**src/rtl/byte_serial_logic_ctrl.sv**
```systemverilog
// byte_serial_logic_ctrl
// Computes a 32-bit AND/OR/XOR/NOR over four beats through one shared 8-bit
// logic slice, least-significant byte first. start/busy/done handshake.
//
// state  | meaning
// -------+------------------------------------------------------------
// IDLE   | waiting for start; busy=0, done=0
// RUN    | one byte per edge, cnt selects the byte; busy=1
// DONE   | done=1 for one cycle; start here is accepted back-to-back
module byte_serial_logic_ctrl (
   input  logic        clk,
   input  logic        rst,
   input  logic        start,
   input  logic [1:0]  op,
   input  logic [31:0] a,
   input  logic [31:0] b,
   output logic        busy,
   output logic        done,
   output logic [31:0] result,
   output logic        zero
);

   localparam int WIDTH = 32;
   localparam int SLICE = 8;

   typedef enum logic [1:0] {
      S_IDLE = 2'd0,
      S_RUN  = 2'd1,
      S_DONE = 2'd2
   } state_t;

   state_t           r_state;
   logic [1:0]       r_cnt;
   logic [1:0]       r_op;
   logic [WIDTH-1:0] r_a;
   logic [WIDTH-1:0] r_b;
   logic [WIDTH-1:0] r_result;
   logic             r_busy;
   logic             r_done;
   logic             r_zero;

   logic [SLICE-1:0] w_a_byte;
   logic [SLICE-1:0] w_b_byte;
   logic [SLICE-1:0] w_slice;
   logic [WIDTH-1:0] w_result_next;

   // Shared 8-bit slice: select the current byte of each latched operand,
   // apply the latched op, and merge it into the running result.
   always_comb begin
      w_a_byte      = r_a[{r_cnt, 3'b000} +: SLICE];
      w_b_byte      = r_b[{r_cnt, 3'b000} +: SLICE];
      w_slice       = '0;
      case (r_op)
         2'b00:   w_slice = w_a_byte & w_b_byte;
         2'b01:   w_slice = w_a_byte | w_b_byte;
         2'b10:   w_slice = w_a_byte ^ w_b_byte;
         2'b11:   w_slice = ~(w_a_byte | w_b_byte);
         default: w_slice = '0;
      endcase
      w_result_next = r_result;
      w_result_next[{r_cnt, 3'b000} +: SLICE] = w_slice;
   end

   // Sequencer with registered handshake outputs. Operands and op are only
   // sampled on the accepting edge, so X on op while idle never reaches state.
   always_ff @(posedge clk or posedge rst) begin
      if (rst) begin
         r_state  <= S_IDLE;
         r_cnt    <= 2'd0;
         r_op     <= 2'd0;
         r_a      <= '0;
         r_b      <= '0;
         r_result <= '0;
         r_busy   <= 1'b0;
         r_done   <= 1'b0;
         r_zero   <= 1'b0;
      end else begin
         case (r_state)
            S_IDLE, S_DONE: begin
               r_done <= 1'b0;
               if (start) begin
                  r_a      <= a;
                  r_b      <= b;
                  r_op     <= op;
                  r_result <= '0;
                  r_cnt    <= 2'd0;
                  r_busy   <= 1'b1;
                  r_state  <= S_RUN;
               end else begin
                  r_busy  <= 1'b0;
                  r_state <= S_IDLE;
               end
            end
            S_RUN: begin
               r_result <= w_result_next;
               r_cnt    <= r_cnt + 2'd1;
               // Leave on the last beat so cnt never wraps back into RUN.
               if (r_cnt == 2'd3) begin
                  r_busy  <= 1'b0;
                  r_done  <= 1'b1;
                  r_zero  <= (w_result_next == '0);
                  r_state <= S_DONE;
               end
            end
            default: begin
               r_busy  <= 1'b0;
               r_done  <= 1'b0;
               r_state <= S_IDLE;
            end
         endcase
      end
   end

   assign busy   = r_busy;
   assign done   = r_done;
   assign result = r_result;
   assign zero   = r_zero;

endmodule
```
**config.mk**
```make
export PLATFORM = sky130hd
export DESIGN_NAME = byte_serial_logic_ctrl
export DESIGN_NICKNAME = d
export VERILOG_FILES = /design/src/rtl/byte_serial_logic_ctrl.sv
export SDC_FILE = /design/constraint.sdc
export NUM_CORES = 1
export LEC_CHECK = 0
export CAP_MARGIN = 20
export CORE_MARGIN = 2
export CORE_UTILIZATION = 45
export CTS_CLUSTER_SIZE = 16
export DETAILED_ROUTE_END_ITERATION = 8
export PLACE_DENSITY = 0.7
export REMOVE_ABC_BUFFERS = 1
export SLEW_MARGIN = 0
export SYNTH_ARGS = -nofsm -noshare
export SYNTH_HDL_FRONTEND = slang
export SYNTH_SLANG_ARGS = --single-unit
export TNS_END_PERCENT = 100
```
**constraint.sdc**
```tcl
create_clock -name clk -period 5.1 [get_ports clk]
set_input_delay 0.51 -clock clk [delete_from_list [all_inputs] [get_ports clk]]
set_output_delay 0.51 -clock clk [all_outputs]
set_load 0.1 [all_outputs]
```
==> results by group, run 1 <==
STA
  • Highest Clock Rate: 289 MHz
  • Actual slew at the worst max-slew pin: a little under 1 ns
  • Slew headroom: 0.336
  • Slew Viols, Final: 0
  • Post-route minimum period: 3.46 ns
  • Endpoints failing setup: 0
  • Worst hold slack: around 0.5 ns
  • Period utilisation layout: 0.678
  • Post-Route Skew: approximately 0.011 ns
  • Setup repair after global routing missed its margin: false
  • Total Neg Setup Slack: 0 ns
  • Endpoints failing hold: 0

Worst setup path
  • Worst EP required: about 5.4 ns
  • Setup crit start kind: register
  • Cell-by-cell trace of the critical path: buf_4 > mux4_2 > inv_1 > ha_1 > xor2_1 > mux2i_1 > inv_1 > a31o_1 > and3_1 > a32o_1
  • Critical-path top delay cell: sky130_fd_sc_hd__dfrtp_1
  • Sort of element at the end of the critical path: register
  • Cell seen most often among critical-path stages: sky130_fd_sc_hd__inv_1
  • CP Capture Point: zero$_DFFE_PP0P_
  • Launching element of the worst setup path: r_cnt[0]$_DFFE_PP0P_
  • Cells on worst reg2reg path: 10
  • Path type of the worst setup path: register to register
  • Cell type group with the largest total delay on the critical path: multiplexers
  • Crit path depth: 10
  • Crit path max fanout: 13
  • Data arrival at the endpoint of the critical path: approximately 3.7 ns
  • Startpoint of the lowest-slack register-to-register path: r_cnt[0]$_DFFE_PP0P_
  • Register-to-register setup slack: about 1.6 ns
  • Terminus of the critical flop-to-flop path: zero$_DFFE_PP0P_
  • Crit path largest cell delay: about 0.85 ns
  • Worst path buffer plus inverter count: 3

CTS
  • Clock root buffer master: sky130_fd_sc_hd__clkbuf_8
  • Source-to-sink clock delay at the later pin of the worst-skew pair: ~0.38 ns
  • Deepest level of the CTS H-tree: 3
  • Clock input transition at the sequential cells of the worst setup and hold paths: 0.10 ns
  • TritonCTS buffer count: 9
  • Clk sinks: between 100 and 150
  • Number of instances resized during post-cts repair: 0
  • Hold-fix buffers, CTS: 0
  • Bufs on Longest Clock Path: 2
  • Clock tree from TritonCTS: yes
  • Setup Fix Bufs, Post-CTS: 0

Route
  • Number of nets with antenna violations after routing: 0
  • DR WL/cell: about 17 um
  • Routed vias: 3313
  • Post-detailed-route DRC marker count: 0
  • Drt first-iter violations: 112
  • Post-Route WL: about 10000 um
  • Average via count per standard cell: approximately 5.5
  • Number of detailed-routing iterations run before antenna repair: 4

Global routing
  • Global-route wire length before repair: between 15000 and 20000 um
  • Largest net degree at the start of global routing: 73
  • Antenna violations before repair: 0
  • Global Route Usage Sum: 0.191
  • Vias in the first global route: 3368
  • Overflow after GRT: 0

Floorplanning
  • I/O Pins: around 100
  • Count of standard-cell rows: 38
  • Starting density of the core: 0.460
  • Area of the core region: approximately 11000 um2
  • Floorplan die height: 109 um
  • Die outline area: approximately 12000 um2
  • Die width: 109 um

Cells and area
  • Commonest cells after routing, fill and taps aside: 103 x sky130_fd_sc_hd__clkdlybuf4s50_1, 103 x sky130_fd_sc_hd__dfrtp_1, 66 x sky130_fd_sc_hd__mux2_2, 33 x sky130_fd_sc_hd__a22o_1, 22 x sky130_fd_sc_hd__ha_1
  • Area added between synthesis and finish: 27.2%
  • Number of fillers in the final layout: around 870
  • Share of final-layout standard cells stronger than drive strength 1: 0.235
  • Total inserted antenna cells: 0
  • Number of nets at the end of the flow: approximately 550

Outcome
  • Outcome: complete, no violations

Place
  • Buffers on Ports: 103
  • Routability congestion estimate: 0.862
  • Detailed-placement wirelength estimate: about 7700 um

Synthesis
  • Yosys warns: 0
  • EDFF count, synth: 0
  • Adder-cell share of the synthesized area: 0.0554
  • Area share of and/or/nand/nor cells after synthesis: 0.0340
  • Multiplexer share of the synthesized area: 0.262
  • Largest family of logic cells by synthesized area: multiplexers
  • Cell area after synthesis: just under 5000 um2
  • Synthesized flop and latch total: 103
  • Post-synthesis cell count: 354
  • Mean post-synth cell area: 14.0 um2
  • Library cells used by synthesis: 35
  • Async set-or-reset flop fraction in the synthesized netlist: 1.00
  • Dominant synthesized flop cell: sky130_fd_sc_hd__dfrtp_1
  • Post-synthesis share of cell area spent on xor and xnor gates: 0.0141
  • Portion of the post-synthesis area used by sequential elements: 0.519
  • Compound-cell area share of the yosys netlist: 0.0824

Min path
  • Path type of the worst min-delay path: register to register

Flow run
  • Count of maximum capacitance violations: 0
## logic make-up after synthesis
logic type,after synthesis
adders and majority gates,22
xor gates and xnor gates,8
DFF,103
AOI/OAI and AO/OA,51
buffers and inverters,37
muxes,100
and+or+nand+nor,33
## layer usage
layer | track usage | vias to the layer above | wire, um
met4 | 0.0870 | 0 | 212
met2 | 0.303 | 96 | 4990
met3 | 0.0311 | 13 | 477
li1 | - | 1509 | -
met5 | 0 | - | 0
met1 | 0.258 | 1695 | 4780
## sequential cells by signal, summed over array words and instances, names as in the netlist
register  count
r_op          2
r_b          32
result       32
r_state       2
zero          1
r_a          32
r_cnt         2
## area by class of cell
cell class | count | area [um2] | share of cell area
clock buffer | 11 | 141 | 0.0224
clock inverter | 5 | 57.6 | 0.00911
inverter | 21 | 81.3 | 0.0129
multi-input combinational | 214 | 2230 | 0.353
sequential | 103 | 2580 | 0.408
tap | 140 | 175 | 0.0277
timing repair buffer | 106 | 1050 | 0.167
## worst min-delay path by stage
| stage | cells after the start | from | end |
|---|---|---|---|
| global route | 1 | r_a[22]$_DFFE_PP0P_ | r_a[22]$_DFFE_PP0P_ |
| detailed placement | 1 | r_a[22]$_DFFE_PP0P_ | r_a[22]$_DFFE_PP0P_ |
| finish | 1 | r_a[22]$_DFFE_PP0P_ | r_a[22]$_DFFE_PP0P_ |
| floorplan | 1 | r_a[16]$_DFFE_PP0P_ | r_a[16]$_DFFE_PP0P_ |
| CTS | 1 | r_a[22]$_DFFE_PP0P_ | r_a[22]$_DFFE_PP0P_ |
| global placement | 1 | r_a[5]$_DFFE_PP0P_ | r_a[5]$_DFFE_PP0P_ |
## per-stage QoR
step                      instance area (um2)  cells  utilization  setup WS [ns]
final                                    6320    600        0.585           1.64
after global routing                     6320    600        0.585           1.39
after global placement                   6120    584        0.567           1.76
after detailed placement                 6120    584        0.567           1.64
after CTS                                6320    600        0.585           1.64
after floorplan                          4880    338            -         0.0425
## Yosys cell counts, types with 4 or more instances
master / count / area, um2
sky130_fd_sc_hd__mux2i_1: 14 / 140
sky130_fd_sc_hd__a22o_1: 33 / 289
sky130_fd_sc_hd__inv_1: 20 / 75.1
sky130_fd_sc_hd__nor2_1: 8 / 30.0
sky130_fd_sc_hd__mux4_2: 16 / 360
sky130_fd_sc_hd__a21oi_1: 7 / 35.0
sky130_fd_sc_hd__nor3_1: 6 / 30.0
sky130_fd_sc_hd__mux2_2: 66 / 743
sky130_fd_sc_hd__mux2i_2: 4 / 55.1
sky130_fd_sc_hd__dfrtp_1: 103 / 2580
sky130_fd_sc_hd__clkbuf_1: 8 / 30.0
sky130_fd_sc_hd__ha_1: 22 / 275
sky130_fd_sc_hd__nand2_1: 5 / 18.8
sky130_fd_sc_hd__nor4_1: 6 / 37.5
sky130_fd_sc_hd__xor2_1: 8 / 70.1
Power of run 1 is left out: the tool's default activity adds up to more than one toggle a clock period on the data nets, which glitch-free logic cannot reach.
==> inputs of run 2 (changes only) <==
--- a/config.mk
+++ b/config.mk
@@ -10,7 +10,7 @@
 export CORE_UTILIZATION = 45
 export CTS_CLUSTER_SIZE = 16
 export DETAILED_ROUTE_END_ITERATION = 8
-export PLACE_DENSITY = 0.7
+export PLACE_DENSITY = 0.73
 export REMOVE_ABC_BUFFERS = 1
 export SLEW_MARGIN = 0
 export SYNTH_ARGS = -nofsm -noshare
==> constraint.sdc (replaced) <==
create_clock -name clk -period 3 [get_ports clk]
set_input_delay 0.3 -clock clk [delete_from_list [all_inputs] [get_ports clk]]
set_output_delay 0.3 -clock clk [all_outputs]
set_load 0.1 [all_outputs]
==> results by group, run 2 (synthesis results as in run 1) <==
Outcome
  • Outcome: complete, no violations

Worst setup path
  • Path type of the worst setup path: register to register
  • Setup crit start kind: register
  • Register-to-register setup slack: about 0.26 ns
  • Cell type group with the largest total delay on the critical path: multiplexers
  • Worst path buffer plus inverter count: 2
  • Startpoint of the lowest-slack register-to-register path: r_cnt[0]$_DFFE_PP0P_
  • Data arrival at the endpoint of the critical path: roughly 3.0 ns
  • Worst EP required: about 3.3 ns
  • Crit path largest cell delay: 0.53 ns
  • Sort of element at the end of the critical path: register
  • Launching element of the worst setup path: r_cnt[0]$_DFFE_PP0P_
  • Crit path max fanout: 15
  • Critical-path top delay cell: sky130_fd_sc_hd__mux4_2
  • Cell-by-cell trace of the critical path: buf_12 > mux4_2 > inv_1 > ha_1 > xor2_1 > mux2i_1 > nor3_1 > a31o_1 > and3_1 > a32o_1

Global routing
  • Largest net degree at the start of global routing: 65
  • Antenna violations before repair: 0
  • Global Route Usage Sum: 0.196
  • Global-route wire length before repair: 17700 um
  • Overflow after GRT: 0
  • Vias in the first global route: between 3000 and 4000

CTS
  • TritonCTS buffer count: 9
  • Clock input transition at the sequential cells of the worst setup and hold paths: ~0.10 ns
  • Clock root buffer master: sky130_fd_sc_hd__clkbuf_8
  • Clock tree from TritonCTS: yes
  • Hold-fix buffers, CTS: 0
  • Source-to-sink clock delay at the later pin of the worst-skew pair: around 0.36 ns
  • Number of instances resized during post-cts repair: 0
  • Setup Fix Bufs, Post-CTS: 0
  • Deepest level of the CTS H-tree: 3
  • Bufs on Longest Clock Path: 2
  • Clk sinks: ~100

STA
  • Slew headroom: 0.364
  • Highest Clock Rate: ~370 MHz
  • Period utilisation layout: 0.913
  • Actual slew at the worst max-slew pin: around 0.95 ns
  • Post-route minimum period: 2.74 ns
  • Slew Viols, Final: 0
  • Setup repair after global routing missed its margin: false
  • Post-Route Skew: about 0.011 ns
  • Endpoints failing hold: 0
  • Endpoints failing setup: 0

Cells and area
  • Share of final-layout standard cells stronger than drive strength 1: 0.328
  • FF+latch area: around 2600 um2
  • Most common cell after layout, fill and taps aside: sky130_fd_sc_hd__dfrtp_1
  • Area added between synthesis and finish: 28.1%
  • Total inserted antenna cells: 0
  • Post-route cell area: 6360 um2
  • Number of nets at the end of the flow: roughly 560
  • Commonest cells after routing, fill and taps aside: 103 x sky130_fd_sc_hd__dfrtp_1, 68 x sky130_fd_sc_hd__clkdlybuf4s50_1, 66 x sky130_fd_sc_hd__mux2_2, 48 x sky130_fd_sc_hd__buf_4, 33 x sky130_fd_sc_hd__a22o_1
  • Multi-input gate area in the final layout: about 2200 um2
  • Number of fillers in the final layout: slightly below 900

Floorplanning
  • Starting density of the core: 0.460
  • Die outline area: 11900 um2
  • Count of standard-cell rows: 38
  • Floorplan die height: 109 um
  • Area of the core region: around 11000 um2
  • Die width: about 110 um
  • I/O Pins: ~100

Route
  • DR WL/cell: ~17 um
  • Number of detailed-routing iterations run before antenna repair: 4
  • Average via count per standard cell: between 5 and 6
  • Post-detailed-route DRC marker count: 0
  • Drt first-iter violations: between 100 and 150
  • Post-Route WL: 10700 um
  • DRT met1 WL: around 4700 um
  • Met2 layer wire length in the routed design: just over 5000 um
  • Number of nets with antenna violations after routing: 0
  • Top layer reached by signal wires: met4
  • Met3 wire length: around 570 um
  • Routed vias: roughly 3400

Flow run
  • Count of maximum capacitance violations: 0

Place
  • Routability congestion estimate: roughly 0.86
  • Buffers on Ports: approximately 100
  • Cell area after placement: 6200 um2
  • Detailed-placement wirelength estimate: 7890 um

Min path
  • Path type of the worst min-delay path: input port to async pin
[run 2: changes by cell type in the layout (fill, tap and decap cells not counted)]
cell | previous run | this run
sky130_fd_sc_hd__bufinv_16 | 1 | 0
sky130_fd_sc_hd__clkinv_2 | 1 | 3
sky130_fd_sc_hd__clkinvlp_4 | 3 | 1
sky130_fd_sc_hd__buf_12 | 0 | 5
sky130_fd_sc_hd__clkbuf_1 | 1 | 3
sky130_fd_sc_hd__clkdlybuf4s50_1 | 103 | 68
sky130_fd_sc_hd__buf_4 | 3 | 48
sky130_fd_sc_hd__clkbuf_8 | 10 | 9
[run 2: cell type report]
cell class                 instances  share of cell area
clock buffer                      12              0.0212
clock inverter                     4             0.00354
timing repair buffer             121               0.179
inverter                          21              0.0128
tap                              140              0.0275
sequential                       103               0.405
multi-input combinational        214               0.350
[run 2: worst reg2reg max path: cells and delay by family (launching register included)]
family | cells | cell delay, ns
compound gates | 2 | 0.44
xor+xnor | 1 | 0.07
fa+ha+maj | 1 | 0.15
buf+inv | 2 | 0.26
flops | 1 | 0.41
mux | 2 | 1.02
simple gates | 2 | 0.29
[run 2: metrics by stage]
| step | setup slack (ns) | hold slack [ns] | util | std cells | setup TNS (ns) |
|---|---|---|---|---|---|
| 2_1_floorplan | -2.06 | 0.452 | - | 338 | -174.25 |
| 3_3_place_gp | 0.360 | 0.485 | 0.575 | 599 | 0 |
| 3_5_place_dp | 0.257 | 0.494 | 0.575 | 599 | 0 |
| 4_1_cts | 0.230 | 0.466 | 0.589 | 615 | 0 |
| 5_1_grt | 0.0884 | 0.524 | 0.589 | 615 | 0 |
| 6_report | 0.262 | 0.441 | 0.589 | 615 | 0 |
[run 2: path summary, 6_finish.rpt]
path | end | cells past startpoint
max in group asynchronous | result[25]$_DFFE_PP0P_ | 3
min | r_a[28]$_DFFE_PP0P_ | 2
max reg2reg | zero$_DFFE_PP0P_ | 10
max | zero$_DFFE_PP0P_ | 10
min in group clk | r_a[5]$_DFFE_PP0P_ | 1
min reg2reg | r_a[5]$_DFFE_PP0P_ | 1
[run 2: per-layer routing]
layer / vias up / global-route usage
met5: - / 0
met4: 0 / 0.0788
met3: 20 / 0.0317
met2: 105 / 0.317
met1: 1707 / 0.264
li1: 1540 / -
Power of run 2 is left out for the same reason.
